==> src/rtl/imem_port_arbiter.sv <==
// Arbitrates the single-port instruction memory between IF-stage fetches and loader writes.
// Reads take MEM_LAT cycles; fetch_stall freezes the PC until the fetched word is presented.
module imem_port_arbiter #(
   parameter int unsigned MEM_LAT  = 2,
   parameter int unsigned LD_BURST = 4,
   parameter int unsigned AW       = 32
) (
   input  logic          clk_i,
   input  logic          rst_i,
   input  logic          if_req_i,
   input  logic [AW-1:0] if_addr_i,
   output logic [31:0]   if_rdata_o,
   output logic          if_rvalid_o,
   output logic          fetch_stall_o,
   input  logic          ld_req_i,
   input  logic [AW-1:0] ld_addr_i,
   input  logic [31:0]   ld_wdata_i,
   output logic          ld_gnt_o,
   output logic          mem_en_o,
   output logic          mem_we_o,
   output logic [AW-3:0] mem_addr_o,
   output logic [31:0]   mem_wdata_o,
   input  logic [31:0]   mem_rdata_i
);

   localparam int unsigned LW = (MEM_LAT > 1) ? $clog2(MEM_LAT) : 1;
   localparam int unsigned BW = $clog2(LD_BURST + 1);
   localparam logic [LW-1:0] LAT_INIT  = LW'(MEM_LAT - 1);
   localparam logic [BW-1:0] BURST_MAX = BW'(LD_BURST);

   typedef enum logic [1:0] {
      ST_IDLE  = 2'd0,
      ST_READ  = 2'd1,
      ST_WRITE = 2'd2
   } state_e;

   state_e        state_q, state_d;
   logic [BW-1:0] burst_q, burst_d;
   logic [LW-1:0] lat_q, lat_d;
   logic [AW-3:0] addr_q, addr_d;
   logic [31:0]   rdata_q, rdata_d;

   logic          mem_en_s;
   logic          mem_we_s;
   logic [AW-3:0] mem_addr_s;
   logic [31:0]   mem_wdata_s;
   logic          ld_gnt_s;
   logic          rvalid_s;
   logic          addr_lsb_unused_s;

   // Byte-offset bits carry no meaning for a word-addressed memory.
   assign addr_lsb_unused_s = ^{if_addr_i[1:0], ld_addr_i[1:0]};

   // Arbitration and next-state decode; IDLE decisions strobe the memory in the same cycle.
   always_comb begin
      state_d     = state_q;
      burst_d     = burst_q;
      lat_d       = lat_q;
      addr_d      = addr_q;
      rdata_d     = rdata_q;
      mem_en_s    = 1'b0;
      mem_we_s    = 1'b0;
      mem_addr_s  = '0;
      mem_wdata_s = 32'h0000_0000;
      ld_gnt_s    = 1'b0;
      rvalid_s    = 1'b0;
      case (state_q)
         ST_IDLE: begin
            if (ld_req_i && !(if_req_i && (burst_q == BURST_MAX))) begin
               state_d     = ST_WRITE;
               mem_en_s    = 1'b1;
               mem_we_s    = 1'b1;
               mem_addr_s  = ld_addr_i[AW-1:2];
               mem_wdata_s = ld_wdata_i;
               ld_gnt_s    = 1'b1;
               // The starvation counter only runs while a fetch is actually being held off.
               if (if_req_i && (burst_q != BURST_MAX)) begin
                  burst_d = burst_q + 1'b1;
               end else begin
                  burst_d = burst_q;
               end
            end else if (if_req_i) begin
               state_d    = ST_READ;
               mem_en_s   = 1'b1;
               mem_addr_s = if_addr_i[AW-1:2];
               lat_d      = LAT_INIT;
               burst_d    = '0;
               addr_d     = if_addr_i[AW-1:2];
            end else begin
               burst_d = '0;
            end
         end
         ST_READ: begin
            mem_addr_s = addr_q;
            if (lat_q == '0) begin
               rvalid_s = 1'b1;
               rdata_d  = mem_rdata_i;
               state_d  = ST_IDLE;
            end else begin
               lat_d = lat_q - 1'b1;
            end
         end
         ST_WRITE: begin
            state_d = ST_IDLE;
         end
         default: begin
            state_d = ST_IDLE;
         end
      endcase
   end

   assign mem_en_o      = rst_i & mem_en_s;
   assign mem_we_o      = rst_i & mem_we_s;
   assign mem_addr_o    = rst_i ? mem_addr_s : '0;
   assign mem_wdata_o   = rst_i ? mem_wdata_s : 32'h0000_0000;
   assign ld_gnt_o      = rst_i & ld_gnt_s;
   assign if_rvalid_o   = rst_i & rvalid_s;
   assign fetch_stall_o = ~(rst_i & rvalid_s);
   assign if_rdata_o    = (rst_i && rvalid_s) ? mem_rdata_i : rdata_q;

   // State, counters, latched address and held fetch data; reset abandons any read in flight.
   always_ff @(posedge clk_i) begin
      if (!rst_i) begin
         state_q <= ST_IDLE;
         burst_q <= '0;
         lat_q   <= '0;
         addr_q  <= '0;
         rdata_q <= 32'h0000_0000;
      end else begin
         state_q <= state_d;
         burst_q <= burst_d;
         lat_q   <= lat_d;
         addr_q  <= addr_d;
         rdata_q <= rdata_d;
      end
   end

endmodule
==> config.mk <==
export PLATFORM = sky130hd
export DESIGN_NAME = imem_port_arbiter
export DESIGN_NICKNAME = d
export VERILOG_FILES = /design/src/rtl/imem_port_arbiter.sv
export SDC_FILE = /design/constraint.sdc
export NUM_CORES = 1
export LEC_CHECK = 0
export BUFFER_PORTS_ARGS = -buffer_cell sky130_fd_sc_hd__buf_2
export CAP_MARGIN = 0
export CORE_ASPECT_RATIO = 1.1
export CORE_MARGIN = 2
export CORE_UTILIZATION = 46
export DETAILED_ROUTE_END_ITERATION = 16
export HOLD_SLACK_MARGIN = 0.03
export PLACE_DENSITY = 0.86
export SETUP_SLACK_MARGIN = 0.4
export SKIP_LAST_GASP = 1
export SYNTH_ARGS = -nofsm -noshare
export SYNTH_HDL_FRONTEND = slang
export SYNTH_SLANG_ARGS = --single-unit
==> constraint.sdc <==
create_clock -name clk_i -period 3.59 [get_ports clk_i]
set_input_delay 0.5385 -clock clk_i [delete_from_list [all_inputs] [get_ports clk_i]]
set_output_delay 0.5385 -clock clk_i [all_outputs]
set_load 0.05 [all_outputs]
Yosys cells after proc, flatten, opt, wreduce, memory -nomap -nowiden
Cells that the tools add are included.
- input port bits: 132
- flip-flop bits (word level): 68
- word-level logic and storage cells: 58
- reductions and logical operators: 12
- muxes and demuxes: 25
- bitwise gates (word level): 6
- equality and inequality tests: 8
- add/subtract/negate cells: 2
- operators by type and width (kind ; count):
    32-bit 2-to-1 mux ; 4
    30-bit 2-to-1 mux ; 3
    30-bit one-hot mux with 2 select lines ; 1
    1-bit 2-to-1 mux ; 10
    2-bit 2-to-1 mux ; 3
    3-bit 2-to-1 mux ; 2
    2-bit inequality test, second input constant ; 3
    3-bit inequality test, second input constant ; 2
    2-bit AND reduction ; 3
    3-bit AND reduction ; 2
    1-bit logical AND ; 4
    2-bit one-hot mux with 2 select lines ; 1
    3-bit by 1-bit adder with 3-bit output, second input constant ; 1
    1-bit AND ; 3
    3-bit == test, second input constant ; 1
    1-bit inverter ; 3
    2-bit by 1-bit == test with 1-bit output, second input constant ; 1
    2-bit zero test ; 1
    2-bit by 1-bit inequality test with 1-bit output, second input constant ; 1
    1-bit one-hot mux with 2 select lines ; 1
    2-bit nonzero test ; 1
    1-bit zero test ; 1
    1-bit subtractor, second input constant ; 1

Longest topological paths before layout
- word-level depth: 7
- gate-level depth with buffers: 6
- depth with buffers taken out: 5

Least setup slack after synthesis
OpenSTA, ideal clock, no wires.
- path kind: input-to-output
- start: in if_req_i
- end: out mem_en_o
- stages on the path: 4
- required time: 3052 ps
- path slack: 961 ps
- data arrival time: 2091 ps
- path buffers: 2
- cell sequence: buf_2 > clkbuf_1 > nor2_1 > nor3_1
- word-level cells in the longest chain between the ends: 6
- elaborated cells on any way between the ends: 7
- classes of those cells: mux: 3; bitwise: 1; reduce/logical: 3
- RTL lines (what ; line ; RTL):
    from (decl) ; 10 ; input logic if_req_i,
    1-bit logical AND ; 69 ; if (ld_req_i && !(if_req_i && (burst_q == BURST_MAX))) begin
    1-bit zero test ; 69 ;
    1-bit logical AND ; 69 ;
    1-bit 2-to-1 mux * ; 69 ;
    1-bit 2-to-1 mux * ; 67 ; case (state_q)
    1-bit AND * ; 112 ; assign mem_en_o = rst_i & mem_en_s;
    to (decl) ; 19 ; output logic mem_en_o,
Mark *: on every way between the ends. The rest lies on a longest branch, timed or not.

Worst setup path in the final report
- start: reg burst_q[0]
- end: out mem_wdata_o[8]
- word-level cells in the longest chain between the ends: 7
- RTL lines (what ; line ; RTL):
    from (decl) ; 38 ; logic [BW-1:0] burst_q, burst_d;
    from (signal assigned) ; 131 ; burst_q <= burst_d;
    3-bit == test ; 69 ;
    1-bit logical AND ; 69 ;
    1-bit zero test ; 69 ;
    1-bit logical AND ; 69 ;
    32-bit 2-to-1 mux ; 69 ;
    32-bit 2-to-1 mux ; 67 ;
    32-bit 2-to-1 mux ; 115 ; assign mem_wdata_o = rst_i ? mem_wdata_s : 32'h0000_0000;
    to (decl) ; 22 ; output logic [31:0] mem_wdata_o,
Every way passes these cells.

==> results.yml <==
floorplanning:
  die_area_sq_mm: 0.008456
  die_w_um: 87.86
  io_pins: 231
  num_rows: 33
  initial_core_util_pct: 47.61
  fp.dieH_um: 96.25
  coreArea_sq_mm: 0.007473
global_routing:
  grt_usage_pct: 25.74
  grt_max_degree: 66
  grt.overflow.total: 0
  grt_util_met2_pct: 44.13
  busiest_layer: "met2"
  grt_pass1_vias: 3692
  grt_pass1_wl_mm: 17.25
  grtUsageMet1_pct: 30.76
  grt_use_met3_pct: 6.175
  antenna_found_initial: 0
synthesis:
  synthesis.area_sq_mm: 0.003558
  synth-seq-area-share_pct: 38.26
  synth_seq_cells: 68
  yosys-top-cells-area: "dfxtp_1 38%, a21oi_1 9.0%, a22o_1 7.9%, a32oi_1 7.4%, and2_1 5.6%"
  synthDominantCellAreaShare_pct: 38.26
  yosysUniqueCellTypes: 35
  syn-num-nets: 533
  avgSynthCellArea_sq_um: 8.918
  synth_warnings: 0
  synth_top_area_cell: "dfxtp_1"
  netlist_instances: 399
finish:
  utilization_pct: 65.98
  fin_nets: 733
  drive_gt1_share_pct: 45.36
  final_cell_mix: "226 x buf_2, 68 x dfxtp_1, 64 x a21oi_1"
  diodes: 0
  area_delta_synth_final_pct: 38.57
  final_common_cell: "buf_2"
sta:
  finalCritPeriodShare_pct: 81.22
  finalHoldViolations: 0
  worst_slew_pin_slew_ns: 1.143
  setup_viol: 0
  fin_skew_ns: 0.007395
  fmax_mhz: 343.0
  tns_ns: 0
  maxSlewViolCount: 0
  rsz0062_at_grt: "no"
  finalCriticalPeriod_ns: 2.916
  maxSlewHeadroom_pct: 23.34
setup_path:
  slowest_stage: "and3_1"
  cp_max_fo: 34
  arrival_ns: 2.38
  critPathRequiredTime_ns: 3.05
  end_kind: "primary output"
  critPathLaunchType: "flip-flop"
  timing.critical_path.slowest_cell_delay_ns: 0.70
  crit_type: "flip-flop to primary output"
  crit_chain: "inv_1 > ha_1 > nand3_1 > and3_1 > and2_1 > buf_2"
cts:
  post_cts_buffers: 0
  cts_resized: 0
  cts.hold.buffers_added: 0
  path_clk_slew_ns: 0.08
  clk_latency_ns: 0.34
  cts_inserted_buffers: 9
  h-tree-depth: 3
  clockRootBuffer: "clkbuf_8"
  cts_buffer_depth: 2
  tritoncts: "built"
  cts.sinks: 68
place:
  place.gp.congestion: 0.8593
  dp_hpwl_mm: 8.294
  port_buffers: 226
flow_run:
  max_cap_violations: 0
detailed_routing:
  wl_per_cell_um: 16.50
  vias: 4122
  wirelength_mm: 11.70
  dr.pass1.iters: 5
  drt-initial-drc-count: 330
  drtAntennaViolNets: 0
  drc: 0
  vias_per_cell: 5.814
pwr:
  ir_worst_vdd_uv: 253.7
  p_per_area_mw_per_mm2: 407.6
  leakage_nw: 2.360
outcome:
  status: "complete, no violations"
hold_path:
  min_path_type: "primary input to flip-flop"
[stage by stage]
step / hold slack (ns) / cell area, sq um / std cells / power [mW] / setup slack (ns)
floorplan: 0.4351 / 3558 / 399 / 1.163 / 0.9608
global placement: 0.4487 / 4706 / 693 / 1.311 / 0.7922
detailed placement: 0.4539 / 4706 / 693 / 1.323 / 0.7420
CTS: 0.4067 / 4931 / 709 / 2.019 / 0.4884
global route: 0.4055 / 4931 / 709 / 2.086 / 0.4434
finish: 0.4218 / 4931 / 709 / 2.010 / 0.6742
[synth_stat cells]
cell,number
dfxtp_1,68
a22o_1,32
and3_1,2
nand4b_1,1
inv_2,1
a32oi_1,30
or2_1,1
nor2b_1,2
nand3b_1,1
and2_1,32
buf_1,2
buf_2,5
a31oi_1,1
a21bo_1,1
mux2_2,15
nand2_1,4
a21boi_0,1
nor3b_1,1
clkbuf_1,33
nor2_1,3
nand3_1,1
o31ai_1,1
ha_1,2
nor3b_2,2
nor3_1,2
clkinv_1,1
nand4_1,30
buf_4,2
mux2_1,17
inv_1,3
or3b_2,1
buf_6,3
a21oi_1,64
or4_1,2
o21ai_0,32
[cell families after synthesis]
kind of cell | Yosys count | synth area share [%]
compound gates | 162 | 29.64
fa+ha+maj | 2 | 0.7031
flops | 68 | 38.26
buf+inv | 50 | 6.294
simple gates | 85 | 14.98
mux | 32 | 10.13
[critical path: cells and delay by family (launching register included)]
family	cells	cell delay, ns
and+or+nand+nor	3	1.08
DFF	1	0.38
buffers and inverters	2	0.33
adders and majority gates	1	0.24
[final timing paths]
kind | startpoint | end | slack [ns] | depth (start not counted)
max | burst_q[0] | mem_wdata_o[8] | 0.67 | 6
min | mem_rdata_i[12] | rdata_q[12] | 0.42 | 2
max reg2reg | burst_q[0] | addr_q[17] | 1.49 | 5
min reg2reg | rdata_q[1] | rdata_q[1] | 0.47 | 1
[power breakdown]
part           leakage [nW]  internal (mW)  switching [mW]
sequential            0.553          0.783          0.0179
clock                 0.106          0.394           0.304
combinational          1.70          0.156           0.355
total                  2.36           1.33           0.676
[final cells by class]
cell class,count,area (sq um)
Inverter,5,18.77
Tap cell,105,131.4
Clock inverter,7,101.3
Fill cell,657,2542
Clock buffer,9,123.9
Timing Repair Buffer,234,1204
Sequential cell,68,1361
Multi-Input combinational cell,281,1991
[flip-flops by register name (all words and copies together), names as in the netlist]
name	flops
addr_q	30
burst_q	3
state_q	2
rdata_q	32
lat_q	1
[per-layer routing]
metal / vias up / share of wire [%]
li1: 1929 / -
met1: 1898 / 40
met2: 255 / 48
met3: 40 / 9.1
met4: 0 / 2.9
met5: - / 0
Note: power is estimated with default switching activity, not from simulation.
